## config.mk

```make
export PLATFORM = sky130hd
export DESIGN_NAME = fifo_rd_stream
export DESIGN_NICKNAME = d
export VERILOG_FILES = /design/src/rtl/fifo_rd_stream.sv
export SDC_FILE = /design/constraint.sdc
export NUM_CORES = 1
export LEC_CHECK = 0
export CAP_MARGIN = 20
export CORE_MARGIN = 8
export CORE_UTILIZATION = 53
export DETAILED_ROUTE_END_ITERATION = 8
export GPL_TIMING_DRIVEN = 0
export PLACE_DENSITY = 0.84
export SYNTH_ARGS = -nofsm -noshare
export SYNTH_HDL_FRONTEND = slang
export SYNTH_SLANG_ARGS = --single-unit
export TNS_END_PERCENT = 5
```

## constraint.sdc

```tcl
create_clock -name clk_rd -period 3.4 [get_ports clk_rd]
set_input_delay 0.34 -clock clk_rd [delete_from_list [all_inputs] [get_ports clk_rd]]
set_output_delay 0.34 -clock clk_rd [all_outputs]
set_load 0.01 [all_outputs]
```

## src/rtl/fifo_rd_stream.sv

```systemverilog
// Read-side drain for an async FIFO: issues reads against empty, captures the
// one-cycle-latency data and re-presents it as a valid/ready stream.
module fifo_rd_stream #(
  parameter int DATA_WIDTH = 8,
  parameter int BUF_DEPTH  = 2,
  parameter int CNT_WIDTH  = 16
) (
  input  logic                  clk_rd,
  input  logic                  rst_n,
  input  logic                  fifo_empty,
  input  logic [DATA_WIDTH-1:0] fifo_data,
  output logic                  fifo_rd_en,
  output logic                  m_valid,
  input  logic                  m_ready,
  output logic [DATA_WIDTH-1:0] m_data,
  input  logic                  flush,
  output logic [CNT_WIDTH-1:0]  rd_count,
  output logic                  busy
);

  localparam int AW = $clog2(BUF_DEPTH);

  logic [DATA_WIDTH-1:0] mem [BUF_DEPTH];
  logic [AW-1:0]         wr_idx;
  logic [AW-1:0]         rd_idx;
  logic [AW:0]           occ;
  logic                  pend;
  logic                  discard;
  logic                  pop;
  logic                  push;
  logic [AW+1:0]         level;

  assign m_valid = (occ != '0);
  assign pop     = m_valid && m_ready;
  assign push    = pend && !discard;
  assign busy    = m_valid || pend;
  assign m_data  = m_valid ? mem[rd_idx] : '0;

  // Occupancy the buffer will have once everything already committed lands;
  // widened so occ + pend cannot wrap.
  assign level = {1'b0, occ} + {{(AW+1){1'b0}}, pend} - {{(AW+1){1'b0}}, pop};

  assign fifo_rd_en = rst_n && !fifo_empty && !flush && !discard &&
                      (level < (AW+2)'(BUF_DEPTH));

  // Storage is deliberately not reset; m_data is masked while the buffer is empty.
  always_ff @(posedge clk_rd) begin
    if (push && !flush) begin
      mem[wr_idx] <= fifo_data;
    end
  end

  always_ff @(posedge clk_rd or negedge rst_n) begin
    if (!rst_n) begin
      occ     <= '0;
      wr_idx  <= '0;
      rd_idx  <= '0;
      pend    <= 1'b0;
      discard <= 1'b0;
    end else if (flush) begin
      occ     <= '0;
      wr_idx  <= '0;
      rd_idx  <= '0;
      discard <= pend;
      pend    <= 1'b0;
    end else begin
      discard <= 1'b0;
      pend    <= fifo_rd_en;
      if (push) begin
        wr_idx <= wr_idx + AW'(1);
      end
      if (pop) begin
        rd_idx <= rd_idx + AW'(1);
      end
      case ({push, pop})
        2'b10:   occ <= occ + (AW+1)'(1);
        2'b01:   occ <= occ - (AW+1)'(1);
        default: occ <= occ;
      endcase
    end
  end

  // A handshake completed in the flush cycle still counts as delivered.
  always_ff @(posedge clk_rd or negedge rst_n) begin
    if (!rst_n) begin
      rd_count <= '0;
    end else if (pop && (rd_count != '1)) begin
      rd_count <= rd_count + CNT_WIDTH'(1);
    end
  end

endmodule
```

* Yosys cells after proc, flatten, opt, wreduce, memory -nomap -nowiden
Memory sizes are Yosys's and may differ from the RTL's. Cells that the tools add are included.
Operators by class: $add $sub $neg 7, magnitude comparators 1, eq/ne operators 3, mux-type cells 11, reductions and logical operators 16
Operators with widths (number):
- $add 16x1->16 const B | 1
- $ne 16x16->1 const B | 1
- $logic_and 1x1->1 | 8
- $mux 1 | 8
- $mux 8 | 1
- $reduce_bool 2->1 | 3
- $pmux 2 s2 | 1
- $add 2x1->3 | 1
- $logic_not 1->1 | 3
- $lt 3x2->1 const B | 1
- $reduce_bool 3->1 | 1
- $sub 3x1->3 | 1
- $add 1x1->1 const B | 2
- $add 2x1->2 const B | 1
- $eq 2x1->1 const B | 1
- $eq 2x2->1 const B | 1
- $mux 2 | 1
- $sub 2x1->2 const B | 1
- $logic_or 1x1->1 | 1
Storage, ports and cells: register bits 22, RAM bits 16, output and inout port bits 27, logic and storage cells 45, memories 1
Memory list:
- mem | depth 2, bits a word 8, read ports 1, clocked after Yosys merged registers in 0, write ports 1, RTL line 23 | logic [DATA_WIDTH-1:0] mem [BUF_DEPTH];

* Longest topological paths before layout
depth in word-level cells 6, depth in mapped cells 7, mapped depth without buffers 5

* Worst setup path after synthesis
No wires, ideal clock.
path kind register -> output, start register occ[1], end output fifo_rd_en, arrival time 1.849 ns, data required time 3.060 ns, setup slack 1.211 ns, stages on the path, launching flop included 8, cell sequence dfrtp_1 > buf_2 > o21ai_0 > buf_2 > nor2_1 > fa_1 > nand4b_1 > nor2_1
Between the ends: word-level cells in the longest chain between the ends 5
RTL lines:
- start: declaration | RTL line 26 | logic [AW:0] occ;
- start signal: assignment | RTL line 76 | 2'b10: occ <= occ + (AW+1)'(1);
- start signal: assignment | RTL line 77 | 2'b01: occ <= occ - (AW+1)'(1);
- parallel branches: the longest is 2 deep, another holds $add 2x1->3
- $sub 3x1->3 * | RTL line 41 | assign level = {1'b0, occ} + {{(AW+1){1'b0}}, pend} - {{(AW+1){1'b0}}, pop};
- $lt 3x2->1 * | RTL line 44 | (level < (AW+2)'(BUF_DEPTH));
- $logic_and 1x1->1 * | RTL line 43 | assign fifo_rd_en = rst_n && !fifo_empty && !flush && !discard &&
- end: declaration | RTL line 12 | output logic fifo_rd_en,
Mark *: on every way between the ends.

* Worst setup path after layout
Ends and elaborated chain as after synthesis.

==> impl_metrics.yaml <==
worst_hold_path:
  min_path_type: "in -> async"
finish:
  drive_above_1_share_pct: 9.38
  mostFrequentLayoutCells: "clkdlybuf4s50_1, dfrtp_1, nor2_1, edfxtp_1"
  postLayoutCellArea_um2: 2290
  areaGrowthSynthToFinish_pct: 29.7
  filler_cell_count: 255
  final_common_cell: "clkdlybuf4s50_1"
  finalNonFillerCells: 238
  fin_nets: 206
  antenna_cells: 0
  fin_util_pct: 70.4
clocking:
  htree_num_levels: 2
  cts_tree: "yes"
  clk_path_buf_depth: 2
  clkLatencyLatePin_ns: 0.36
  cts_made_buffers: 5
  root_buffer: "clkbuf_4"
  clk_pin_slew_worst_paths_ns: 0.13
  cts_sinks: 38
  post_cts_buffers: 0
sta:
  post-route-period-util_pct: 93.0
  final_max_slew_viol_count: 0
  hold_viol_final: 0
  setup_tns_ns: 0
  worst_pin_slew_ns: 0.679
  setup_viol: 0
  fmax_ghz: 0.316
  fin_skew_ns: 0.0181
  slew_headroom_pct: 54.6
  min_period_ns: 3.16
  rsz0062_at_grt: "no"
synthesis:
  synth.avg_cell_area_um2: 12.3
  async_flop_share_pct: 57.9
  ys_seq_area_share_pct: 58.3
  ys.flop_type: "dfrtp_1"
  yosys_warnings: 0
  synth_edf_count: 16
  ys_ff_latch: 38
  syn_nets: 159
  post_synth_num_cell_types: 37
  syn_inst: 144
  syn-cell-area_um2: 1770
place:
  gp_congestion: 0.784
  dp_hpwl_um: 2920
  io_buffers: 39
  dp_cells: 229
  place_area_um2: 2220
grt:
  grt_max_degree: 24
  globalRouteTotalUtil_pct: 15.3
  top_usage_layer: "met2"
  met1_usage_pct: 15.6
  grt_pass1_wl_um: 6180
  overflow: 0
  met2_usage_pct: 25.7
  first_global_vias: 1344
  antenna_found_initial: 0
  grtUsageMet3_pct: 6.82
setup_path:
  required_ns: 3.06
  path_max_fanout: 10
  critPathSlowestCell: "clkdlybuf4s50_1"
  start_kind: "flip-flop"
  arrival_ns: 2.82
  crit_chain: "buf_2 -> o21ai_1 -> buf_2 -> nor2_1 -> fa_1 -> nand4b_1 -> nor2_1 -> clkdlybuf4s50_1"
  critical_path_class: "reg -> out"
  crit_path_end_kind: "primary output"
  slowest_delay_ns: 0.54
pwr:
  ir_drop_mv: 0.351
  power_mw: 0.888
  powerDensity_nw_per_um2: 387
  power.leakage_nw: 0.925
floorplan:
  coreArea_um2: 3260
  io_pins: 40
  start_util_pct: 54.3
  die-area_um2: 5440
  die_h_um: 73.8
  rows: 21
  dieWidth_um: 73.8
detailed_routing:
  drcViolationCount: 0
  num_vias: 1286
  wire_per_inst_um: 16.5
  wl_um: 3920
  viasPerCell: 5.40
  dr.first_iter.drc_count: 39
  first_pass_iters: 6
  ant_nets: 0
run:
  cap_violations: 0
status:
  status: "finished clean"
metal layers:
metal | routed length (µm) | part of all wire [%]
met2 | 1920 | 49
met3 | 314 | 8.0
met1 | 1600 | 41
met4 | 87 | 2.2
met5 | 0 | 0
worst paths after layout:
check | startpoint | to | slack, ns | cells past startpoint
worst max-delay path | occ[1] | fifo_rd_en | 0.24 | 8
max in group asynchronous | rst_n | pend | 2.81 | 2
worst min-delay path | rst_n | rd_count[12] | 0.19 | 1
min in group clk_rd | rd_count[14] | rd_count[14] | 0.53 | 1
worst min register to register | rd_count[14] | rd_count[14] | 0.53 | 1
worst max register to register | occ[1] | pend | 1.40 | 7
area by class of cell:
cell class	instances	area (µm²)	area share, %
Sequential cell	38	1030	44.9
Multi-Input combinational cell	98	704	30.7
Timing Repair Buffer	40	418	18.2
Tap cell	46	57.6	2.51
Clock buffer	6	41.3	1.80
Buffer	4	18.8	0.818
Inverter	4	15.0	0.654
Clock inverter	2	8.76	0.382
power breakdown:
part,switching (mW),internal [mW],total (mW)
logic,0.0557,0.0793,0.135
clock network,0.150,0.0778,0.228
registers,0.0256,0.500,0.525
through the flow:
stage / hold WS [ns] / setup WS [ns]
finish: 0.192 / 0.239
global route: 0.185 / 0.0227
CTS: 0.525 / 0.0790
floorplan: 0.0444 / 1.21
global placement: 0.506 / 0.321
detailed placement: 0.505 / 0.296
sequential cells by signal (all words and copies together), names as in the netlist:
| signal | flops |
|---|---|
| discard | 1 |
| mem | 16 |
| occ | 2 |
| pend | 1 |
| rd_count | 16 |
| rd_idx | 1 |
| wr_idx | 1 |
what timing repair did:
action,in CTS,in global routing
setup endpoints to repair,0,1
resized for setup,0,1
hold buffers,0,0
Yosys cell counts, types with 2 or more instances:
cell type	number	area share (%)
dfrtp_1	22	31
nor2_1	20	4.2
edfxtp_1	16	27
mux2i_1	9	5.1
xnor2_1	9	4.5
xor2_1	9	4.5
nand2_1	7	1.5
nand3_1	5	1.4
nand4_1	5	1.8
inv_1	4	0.85
a21oi_1	3	0.85
and3_1	3	1.1
buf_2	3	0.85
nor4_1	3	1.1
o21ai_0	3	0.85
o2111ai_1	2	0.99
cell families (layout without fill, tap and decap cells):
family,count (synthesis),in the layout,share of synthesized area [%]
xor gates and xnor gates,18,18,8.91
muxes,11,11,6.58
buffers and inverters,8,56,1.91
DFF,38,38,58.3
and+or+nand+nor,58,58,19.3
adders and majority gates,2,2,1.84
AOI/OAI and AO/OA,9,9,3.18
worst max-delay path: cells and delay by family, from the launching register on:
family / cells / cell delay (ns)
buffers and inverters: 3 / 0.98
adders and majority gates: 1 / 0.52
DFF: 1 / 0.42
and+or+nand+nor: 3 / 0.35
AOI/OAI and AO/OA: 1 / 0.20
Note: power is estimated with default switching activity, not from simulation.
